==> src/rtl/xy_duty_sequencer.sv <==
// xy_duty_sequencer: X/Y duty-word generator tracing outline, fill, centre or diagonal shapes,
// updating only on PWM period boundaries and publishing the shared PWM counter.
module xy_duty_sequencer #(
    parameter int PWM_BITS         = 6,
    parameter int PERIODS_PER_STEP = 3,
    parameter int STEPS_PER_EDGE   = 16
) (
    input  logic                sysclk,
    input  logic                reset,
    input  logic                enable,
    input  logic [1:0]          shape_sel,
    output logic [PWM_BITS-1:0] pwm_count,
    output logic                period_tick,
    output logic [PWM_BITS-1:0] duty_x,
    output logic [PWM_BITS-1:0] duty_y,
    output logic                frame_tick,
    output logic [1:0]          active_shape
);
    localparam int W = PWM_BITS;
    localparam int PW = PERIODS_PER_STEP > 1 ? $clog2(PERIODS_PER_STEP) : 1;
    localparam int SW = STEPS_PER_EDGE > 1 ? $clog2(STEPS_PER_EDGE) : 1;
    localparam int SH = $clog2((2 ** W) / STEPS_PER_EDGE);
    localparam logic [W-1:0] MAX = '1;
    localparam logic [W-1:0] HALF = W'(2 ** (W - 1));

    logic [PW-1:0] per, per_n;
    logic [SW-1:0] s, s_n, r, r_n;
    logic [1:0]    e, e_n, sh;
    logic          run, per_wrap, s_wrap, last, advance;
    logic [W-1:0]  rs, rr, dx_n, dy_n;

    // run records whether enable was high at the start of the current period,
    // so a partial period after enable rises is never counted.
    always_comb begin
        period_tick = pwm_count == MAX;
        per_wrap = per == PW'(PERIODS_PER_STEP - 1);
        s_wrap = per_wrap && s == SW'(STEPS_PER_EDGE - 1);
        last = s_wrap && (active_shape == 2'd0 ? e == 2'd3 :
                          active_shape == 2'd1 ? r == SW'(STEPS_PER_EDGE - 1) : 1'b1);
        advance = period_tick && enable && run;
        frame_tick = advance && last;
        per_n = advance && !per_wrap ? per + PW'(1) : '0;
        s_n = advance && !s_wrap ? (per_wrap ? s + SW'(1) : s) : '0;
        e_n = !advance ? '0 : (s_wrap && active_shape == 2'd0) ? e + 2'd1 : e;
        r_n = !advance || (s_wrap && r == SW'(STEPS_PER_EDGE - 1)) ? '0 :
              (s_wrap && active_shape == 2'd1) ? r + SW'(1) : r;
        sh = advance && !last ? active_shape : shape_sel;
        rs = W'(s_n) << SH;
        rr = W'(r_n) << SH;
        dx_n = sh == 2'd0 ? (e_n == 2'd0 ? rs : e_n == 2'd1 ? MAX : e_n == 2'd2 ? MAX - rs : '0) :
               sh == 2'd1 ? rs : sh == 2'd2 ? HALF : rs;
        dy_n = sh == 2'd0 ? (e_n == 2'd0 ? '0 : e_n == 2'd1 ? rs : e_n == 2'd2 ? MAX : MAX - rs) :
               sh == 2'd1 ? rr : sh == 2'd2 ? HALF : rs;
    end

    always_ff @(posedge sysclk) begin
        if (reset) begin
            pwm_count <= '0;
            per <= '0;
            s <= '0;
            e <= '0;
            r <= '0;
            duty_x <= '0;
            duty_y <= '0;
            run <= enable;
            active_shape <= shape_sel;
        end else begin
            pwm_count <= pwm_count + W'(1);
            if (period_tick) begin
                per <= per_n;
                s <= s_n;
                e <= e_n;
                r <= r_n;
                run <= enable;
                active_shape <= sh;
                duty_x <= enable ? dx_n : '0;
                duty_y <= enable ? dy_n : '0;
            end
        end
    end
endmodule

==> config.mk <==
export PLATFORM = sky130hd
export DESIGN_NAME = xy_duty_sequencer
export DESIGN_NICKNAME = d
export VERILOG_FILES = /design/src/rtl/xy_duty_sequencer.sv
export SDC_FILE = /design/constraint.sdc
export NUM_CORES = 1
export LEC_CHECK = 0
export BUFFER_PORTS_ARGS = -buffer_cell sky130_fd_sc_hd__buf_2
export CAP_MARGIN = 20
export CORE_MARGIN = 5
export CORE_UTILIZATION = 29
export CTS_BUF_LIST = sky130_fd_sc_hd__clkbuf_8
export CTS_CLUSTER_SIZE = 16
export DETAILED_ROUTE_END_ITERATION = 6
export PLACE_DENSITY = 0.5
export SYNTH_ARGS = -nofsm -noshare
export SYNTH_HDL_FRONTEND = slang
export SYNTH_SLANG_ARGS = --single-unit
==> constraint.sdc <==
create_clock -name sysclk -period 3.8 [get_ports sysclk]
set_input_delay 0.19 -clock sysclk [delete_from_list [all_inputs] [get_ports sysclk]]
set_output_delay 0.19 -clock sysclk [all_outputs]
set_load 0.02 [all_outputs]
==> results of run 1 <==
cell usage in the layout (no fill, tap or decap), types with 2 or more instances in the layout:
| master | netlist | final |
|---|---|---|
| o21ai_0 | 9 | 9 |
| mux2i_1 | 3 | 3 |
| ha_1 | 8 | 8 |
| xor2_1 | 4 | 4 |
| nor4_1 | 2 | 2 |
| a22oi_1 | 3 | 3 |
| or3_1 | 5 | 5 |
| dfxtp_1 | 28 | 28 |
| o221ai_1 | 2 | 2 |
| and2_1 | 3 | 3 |
| inv_1 | 5 | 5 |
| buf_2 | 0 | 26 |
| nor3_1 | 4 | 4 |
| a21oi_1 | 14 | 14 |
| nand3_1 | 11 | 11 |
| edfxtp_1 | 3 | 3 |
| nor2_1 | 19 | 19 |
| a22o_1 | 3 | 3 |
| nor2b_1 | 3 | 3 |
| clkbuf_8 | 0 | 6 |
| nand2_1 | 32 | 32 |
| xnor2_1 | 6 | 6 |
| a21o_1 | 2 | 2 |
| o31ai_1 | 2 | 2 |
| nand4_1 | 4 | 4 |
| a32oi_1 | 2 | 2 |
| mux2_2 | 6 | 6 |
| and3_1 | 4 | 4 |
| buf_4 | 2 | 2 |
layout make-up:
cell class	instances	area share, %
Tap cell	77	4.50
Timing Repair Buffer	28	6.78
Clock buffer	6	3.86
Sequential cell	31	30.4
Clock inverter	2	1.64
Inverter	5	0.877
Multi-Input combinational cell	172	52.0
worst register-to-register path, delay by kind of cell, from the launching register on:
kind | cells | cell delay [ps]
flip-flops | 1 | 330
AO/OA/AOI/OAI | 3 | 560
buffers and inverters | 1 | 60
adder cells (fa/ha/maj) | 2 | 710
multiplexers | 1 | 290
AND/OR/NAND/NOR | 4 | 820
worst paths after layout:
check | to | slack [ps] | depth (start not counted)
worst max-delay path | duty_x[5] | 980 | 11
worst min-delay path | run | 180 | 1
worst max register to register | duty_x[5] | 980 | 11
worst min register to register | duty_x[5] | 460 | 1
state kept, by name, summed over array words and instances (netlist names):
signal,count
per,2
s,4
pwm_count,6
duty_x,5
r,4
duty_y,5
active_shape,2
e,2
run,1
metrics by stage:
step / instance area (um^2) / total power, mW / setup slack, ps / utilization (%) / hold WS (ps)
3_5_place_dp: 2020 / 0.390 / 1020 / 32.2 / 446
2_1_floorplan: 1850 / 0.375 / 1350 / - / 289
5_1_grt: 2140 / 0.751 / 758 / 34.1 / 177
4_1_cts: 2140 / 0.735 / 996 / 34.1 / 176
3_3_place_gp: 2020 / 0.391 / 1110 / 32.2 / 437
6_report: 2140 / 0.724 / 977 / 34.1 / 176
synth_stat cells, types with 2 or more instances:
library cell / n
nor2_1: 19
xor2_1: 4
o221ai_1: 2
nand2_1: 32
a32oi_1: 2
a22oi_1: 3
nor4_1: 2
inv_1: 5
a21o_1: 2
o21ai_0: 9
clkbuf_1: 4
mux2_2: 6
xnor2_1: 6
mux2i_1: 3
a21oi_1: 14
nand3_1: 11
dfxtp_1: 28
or3_1: 5
o31ai_1: 2
nor2b_1: 3
edfxtp_1: 3
nor3_1: 4
nand4_1: 4
buf_6: 3
ha_1: 8
and2_1: 3
buf_4: 2
a22o_1: 3
and3_1: 4
where the power goes:
part | switching [mW] | internal, mW | total (mW)
Clock | 0.129 | 0.212 | 0.341
Sequential | 0.00676 | 0.336 | 0.343
Combinational | 0.0263 | 0.0133 | 0.0396
Total | 0.162 | 0.561 | 0.724
kinds of logic after synthesis:
logic type / Yosys count / share of synthesized area (%)
multiplexers: 10 / 6.08
flip-flops: 31 / 35.2
adder cells (fa/ha/maj): 8 / 5.41
AO/OA/AOI/OAI: 49 / 18.1
AND/OR/NAND/NOR: 95 / 25.8
buffers and inverters: 15 / 4.73
XOR/XNOR: 10 / 4.73
layer usage:
metal,global-route usage [%],wire length [um],vias up
met5,0,0,-
met4,4.09,63,0
met3,3.09,216,7
met2,18.5,2150,40
met1,16.1,2340,788
li1,-,-,839
==> reports/results.ini, run 1 <==
[cts]
cts.sinks = 31
root_buffer = clkbuf_8
clk_latency_ps = 290
cts_setup_buffers = 0
cts_tree = done
cts-resized-gates = 0
clk_path_buf_depth = 2
path_clk_slew_ps = 70
cts_made_buffers = 5
cts_hold_buf = 0
ctsHtreeMaxLevel = 2

[job]
drv_cap = 0

[yosys]
seq_area_frac_synth_pct = 35.2
synth_nets = 231
synth_async_sr_flop_share_pct = 0
netlist_area_um2 = 1850
syn_avg_cell_area_um2 = 8.49
synth.top_cell.area_share_pct = 30.3
synth_cells = 218
dominantRegCellSynth = dfxtp_1
yosysTopAreaCell = dfxtp_1
synth_edf_count = 3
synth_area_leaders = dfxtp_1, nand2_1, ha_1
yosysWarnings = 0
synth_seq_cells = 31
synth_cell_type_count = 51

[finish]
syn_to_final_growth_pct = 15.7
diodes = 0
nFillCells = 673
multi_input_area_um2 = 1110
layout-drive-gt1-share_pct = 20.5
final_nets = 256
instances_no_fill = 321
seq_area_um2 = 651

[worst_setup_path]
crit_type = flop to flop
worstPathCellList = inv_1, ha_1, nand4_1, or3_1, mux2_2, nand2_1, ha_1, nor2_1, a22o_2, a221oi_2, a21o_1
cp-start-kind = flop
cp.arrival_ps = 3060
required_ps = 4040
reg2reg_from = per[0]
crit_path_start = per[0]
cp_slowest_cell = ha_1
max_stage_delay_ps = 400
cpMostUsedCell = ha_1
crit_path_max_fanout = 9
critical_path.top_delay_family = simple AND/OR/NAND/NOR gates
crit_buf_inv = 1
endpoint_kind = flop

[sta]
finalSetupTns_ps = 0
worstMarginPinSlew_ps = 742
clock_skew_ps = 6.52
period_minus_slack_ps = 2820
fmax_mhz = 354
slew_viol_final = 0
setup_viol = 0
relSlewSlack_pct = 50.2
hold_violations = 0
rsz0062_at_grt = false
min_period_over_period_pct = 74.3

[place]
gp_congestion = 0.794
dp_hpwl_mm = 3.61
dp.cells = 313
portBuffers = 26

[global_route]
grt_pass1_wl_mm = 7.97
grt_start_max_net_pins = 24
antenna_found_initial = 0
grt_pass1_vias = 1541
overflow = 0
grtUsageTotal_pct = 12.0

[die]
fp.dieH_um = 89.9
fp.dieW_um = 89.9
dieArea_um2 = 8080
fp-row-count = 29
pin_count = 27
coreArea_um2 = 6280
initial_utilization_pct = 29.5

[pwr]
leakage_nw = 0.854
ir_drop_v = 0.000199
power.density_nw_per_um2 = 338

[route]
vias = 1674
postRouteAntennaNets = 0
drt_iter0_drc = 91
drtPass1Iterations = 4
drt-vias-per-instance = 5.21
drc_errors = 0
routedWlPerCell_um = 14.9
routed_wl_mm = 4.77

[min_path]
hold_start = enable
hp-class = input pin to flop

[run_status]
run_status = finished clean

(Power assumes the default switching activity.)
==> inputs of run 2 (changes only) <==
==> constraint.sdc (replaced) <==
create_clock -name sysclk -period 2.9 [get_ports sysclk]
set_input_delay 0.145 -clock sysclk [delete_from_list [all_inputs] [get_ports sysclk]]
set_output_delay 0.145 -clock sysclk [all_outputs]
set_load 0.02 [all_outputs]
==> run 2 against run 1 <==
  * Worst hold slack worse by 51 ps
  * Setup slack worse by 730 ps
  * Clock skew is 0.61 ps lower
  * Sequential power is 30% higher
  * Critical path type unchanged
  * Cell count is 1.6% higher
  * Clock-buffer cell count is 1 higher
  * Largest power group unchanged
  * Sequential cell count stayed put
  * Highest routed layer unchanged
==> reports/results.ini, run 2 (same netlist as run 1, synthesis figures left out) <==
[cts]
clk_path_buf_depth = 2
cts.sinks = 31
root_buffer = clkbuf_8
cts_hold_buf = 0
cts_setup_buffers = 0
cts_tree = done
path_clk_slew_ps = 70
cts_made_buffers = 5
clk_latency_ps = 290
ctsHtreeMaxLevel = 2

[route]
postRouteAntennaNets = 0
routedWlPerCell_um = 15.1
routed_wl_mm = 4.92
drc_errors = 0
drtPass1Iterations = 4
vias = 1681
drt-vias-per-instance = 5.16
drt_iter0_drc = 101

[worst_setup_path]
cp.arrival_ps = 2890
required_ps = 3140
endpoint_kind = flop
crit_buf_inv = 0
critical_path.top_delay_family = simple AND/OR/NAND/NOR gates
cp-start-kind = flop
crit_path_max_fanout = 7
cpMostUsedCell = ha_1
cp_slowest_cell = dfxtp_1
crit_type = flop to flop
worstPathCellList = ha_1, nand4_1, or3_1, mux2_2, nand2_1, ha_1, nor2_1, a22o_2, a221oi_2, a21o_1
max_stage_delay_ps = 390

[sta]
holdWs_ps = 125
rsz0062_at_grt = false
fmax_mhz = 377
hold_violations = 0
slew_viol_final = 0
worstMarginPinSlew_ps = 460
min_period_over_period_pct = 91.4
finalSetupTns_ps = 0
period_minus_slack_ps = 2650
setup_viol = 0
clock_skew_ps = 5.91
relSlewSlack_pct = 69.3

[finish]
nFillCells = 690
largest_register_ffs = 6
syn_to_final_growth_pct = 16.9
top_regs = pwm_count: 6 flops, duty_x: 5 flops, duty_y: 5 flops
layout-drive-gt1-share_pct = 22.1
finalInstanceArea_um2 = 2160
final_cell_mix = nand2_1, dfxtp_1, buf_2
final_common_cell = nand2_1
diodes = 0
final_nets = 261
largest-register = pwm_count

[die]
pin_count = 27
fp.dieW_um = 89.9
fp.dieH_um = 89.9
coreArea_um2 = 6280
dieArea_um2 = 8080
initial_utilization_pct = 29.5
fp-row-count = 29

[global_route]
grt_start_max_net_pins = 24
overflow = 0
grtUsageTotal_pct = 12.4
grt_pass1_wl_mm = 8.18
antenna_found_initial = 0
grt_pass1_vias = 1654

[pwr]
leakage_nw = 0.873
ir_drop_v = 0.000164
p_total_mw = 0.883
power.density_nw_per_um2 = 408

[min_path]
hp-class = input pin to flop

[place]
gp_congestion = 0.811
portBuffers = 26
dpl-instance-area_um2 = 2060
dp_hpwl_mm = 3.70

[run_status]
run_status = finished clean

[job]
drv_cap = 0

run 2: worst reg2reg max path, stage by stage, from the launching register on:
cell and delay (ps):
dfxtp_1 390, ha_1 210, nand4_1 150, or3_1 390
mux2_2 290, nand2_1 140, ha_1 300, nor2_1 130
a22o_2 250, a221oi_2 250, a21o_1 110
run 2: final timing paths:
path | end | slack (ps) | depth (start not counted) | start
setup / recovery | duty_x[5] | 250 | 10 | s[0]
hold / removal | run | 130 | 1 | enable
setup reg to reg | duty_x[5] | 250 | 10 | s[0]
hold reg to reg | duty_x[5] | 460 | 1 | duty_x[5]
run 2: cell type report:
cell class / instances / area (um^2) / area share (%)
clock inverters: 1 / 3.75 / 0.174
repair buffers: 33 / 183 / 8.44
inverters: 5 / 18.8 / 0.868
well taps: 77 / 96.3 / 4.45
clock buffers: 7 / 96.3 / 4.45
multi-input cells: 172 / 1110 / 51.5
flip-flops and latches: 31 / 651 / 30.1
run 2: power by group:
part           total [mW]  internal (mW)  switching, mW  leakage, nW
logic              0.0595         0.0205         0.0390        0.562
registers           0.446          0.440        0.00543        0.255
clock network       0.378          0.213          0.165       0.0557
total               0.883          0.674          0.209        0.873
run 2: per-layer routing:
layer | vias to the layer above | share of wire [%] | track usage (%)
li1 | 850 | - | -
met1 | 778 | 47 | 15.6
met2 | 45 | 45 | 20.3
met3 | 8 | 6.0 | 3.76
met4 | 0 | 1.6 | 4.09
met5 | - | 0 | 0
run 2: stage by stage:
step	utilization [%]	worst slack [ps]	cells
finish	34.5	250	326
global route	34.5	23.6	326
CTS	34.4	182	326
detailed placement	32.8	212	318
global placement	32.8	326	318
floorplan	-	449	218
run 2: repair_timing:
item,4_1_cts,5_1_grt
endpoints found under the hold margin,0,0
resized for setup,0,1
endpoints found under the setup margin,0,1
==> inputs of run 3 (changes only) <==
--- a/config.mk
+++ b/config.mk
@@ -7,12 +7,13 @@
 export LEC_CHECK = 0
 export BUFFER_PORTS_ARGS = -buffer_cell sky130_fd_sc_hd__buf_2
 export CAP_MARGIN = 20
+export CORE_ASPECT_RATIO = 1.75
 export CORE_MARGIN = 5
 export CORE_UTILIZATION = 29
 export CTS_BUF_LIST = sky130_fd_sc_hd__clkbuf_8
 export CTS_CLUSTER_SIZE = 16
 export DETAILED_ROUTE_END_ITERATION = 6
-export PLACE_DENSITY = 0.5
+export PLACE_DENSITY = 0.57
 export SYNTH_ARGS = -nofsm -noshare
 export SYNTH_HDL_FRONTEND = slang
 export SYNTH_SLANG_ARGS = --single-unit
==> constraint.sdc (replaced) <==
create_clock -name sysclk -period 2.2 [get_ports sysclk]
set_input_delay 0.11 -clock sysclk [delete_from_list [all_inputs] [get_ports sysclk]]
set_output_delay 0.11 -clock sysclk [all_outputs]
set_load 0.02 [all_outputs]
==> run 3 against run 2 <==
  * The run now ends with negative setup slack left
  * Setup slack worse by 330 ps
  * Die area up 0.78%
  * Global-route usage up 1.7 points
  * Worst hold slack worse by 46 ps
  * Largest power group unchanged
==> reports/results.ini, run 3 (same netlist as run 1, synthesis figures left out) <==
[run_status]
run_status = complete, but fails checks
violations = negative setup slack

[finish]
syn_to_final_growth_pct = 34.6
largest_register_ffs = 6
final_nets = 284
largest-register = pwm_count
layout-drive-gt1-share_pct = 39.7
final_cell_mix = buf_4, buf_2, nand2_1
top_regs = pwm_count: 6 flops, duty_x: 5 flops, duty_y: 5 flops
nFillCells = 649
instances_no_fill = 352
diodes = 0
final_common_cell = buf_4

[place]
portBuffers = 26
dp_hpwl_mm = 4.25
dp.cells = 342
gp_congestion = 0.938
dp_worst_setup_slack_ps = -170

[route]
drc_errors = 0
routed_wl_mm = 5.43
vias = 1811
drtPass1Iterations = 4
routedWlPerCell_um = 15.4
drt-vias-per-instance = 5.14
drt_iter0_drc = 76
postRouteAntennaNets = 0

[cts]
root_buffer = clkbuf_8
clk_path_buf_depth = 2
clk_latency_ps = 290
cts_made_buffers = 5
cts.sinks = 31
cts_tree = done
cts_hold_buf = 0
ctsHtreeMaxLevel = 2
path_clk_slew_ps = 70

[worst_setup_path]
r2r_end = duty_y[5]
endpoint_kind = flop
crit_cells = 11
r2r_cells = 11
max_stage_delay_ps = 370
worstPathCellList = inv_2, ha_4, nand4_1, or3_4, mux2_4, nand2_8, ha_4, nor2_4, mux2_4, o211ai_2, o211a_1
crit_buf_inv = 1
r2r_slack_ps = -80
cp_slowest_cell = or3_4
cp.arrival_ps = 2510
reg2reg_from = per[0]
cp-start-kind = flop
crit_path_max_fanout = 5
crit_path_start = per[0]
crit_type = flop to flop
critical_path.top_delay_family = simple AND/OR/NAND/NOR gates
required_ps = 2430

[min_path]
hold_start = enable
hp-class = input pin to flop
whs_path_depth = 1
min_to = run

[pwr]
power.density_nw_per_um2 = 450
leakage_nw = 1.01
ir_drop_v = 0.000251

[sta]
clock_skew_ps = 3.81
rsz0062_at_grt = true
period_minus_slack_ps = 2280
min_period_over_period_pct = 104
setup_viol = 5
hold_violations = 0
finalSetupTns_ps = -172
fin_ws_ps = -77.7
slew_viol_final = 0
worstMarginPinSlew_ps = 478
relSlewSlack_pct = 68.1
fmax_mhz = 439

[global_route]
antenna_found_initial = 0
grt_pass1_vias = 1874
grt_pass1_wl_mm = 9.03
overflow = 0
grtUsageTotal_pct = 14.1
grt_start_max_net_pins = 24

[die]
dieArea_um2 = 8140
fp.dieH_um = 116
initial_utilization_pct = 29.7
coreArea_um2 = 6230
fp-row-count = 38
fp.dieW_um = 70.4
pin_count = 27

[job]
drv_cap = 0

## run 3: power breakdown
group / internal, mW / switching [mW] / total [mW]
clock network: 0.216 / 0.229 / 0.446
logic: 0.0308 / 0.0538 / 0.0845
registers: 0.581 / 0.00874 / 0.589
## run 3: timing repair
action	in CTS	in global routing
resized for setup	15	12
setup buffers	1	1
endpoints found under the setup margin	8	12
pin swaps	8	6
## run 3: per-stage QoR
step	hold slack, ps	power [mW]	util [%]	cell area, um^2
2_1_floorplan	209	0.648	-	1940
6_report	79.0	1.12	40.0	2490
4_1_cts	68.0	1.13	39.1	2440
3_3_place_gp	370	0.683	36.9	2300
3_5_place_dp	367	0.684	36.9	2300
5_1_grt	80.8	1.16	40.0	2490
## run 3: final cells by class
type / count / area [um^2] / area share (%)
Clock buffer: 5 / 68.8 / 2.76
Tap cell: 80 / 100 / 4.02
Sequential cell: 31 / 657 / 26.4
Inverter: 5 / 21.3 / 0.854
Clock inverter: 3 / 15.0 / 0.603
Multi-Input combinational cell: 172 / 1260 / 50.8
Timing Repair Buffer: 56 / 363 / 14.6
## run 3: how the worst max path moves through the flow
| stage | slack (ps) | end |
|---|---|---|
| detailed placement | -170 | duty_y[3] |
| floorplan | -180 | duty_x[5] |
| finish | -80 | duty_y[5] |
| CTS | -100 | duty_y[5] |
| global placement | -150 | duty_y[3] |
| global route | -210 | duty_y[5] |
## run 3: worst reg2reg max path, stage by stage (launching register included)
cell and delay (ps):
dfxtp_2 330, inv_2 60, ha_4 120, nand4_1 120, or3_4 380, mux2_4 340
nand2_8 90, ha_4 180, nor2_4 60, mux2_4 270, o211ai_2 140, o211a_1 150
## run 3: per-layer routing
layer  up-vias  track usage [%]  share of wire (%)
met5         -                0                  0
met4         0             9.85                5.7
met3        21             2.69                4.1
met2        49             24.7                 52
met1       841             15.1                 38
li1        900                -                  -
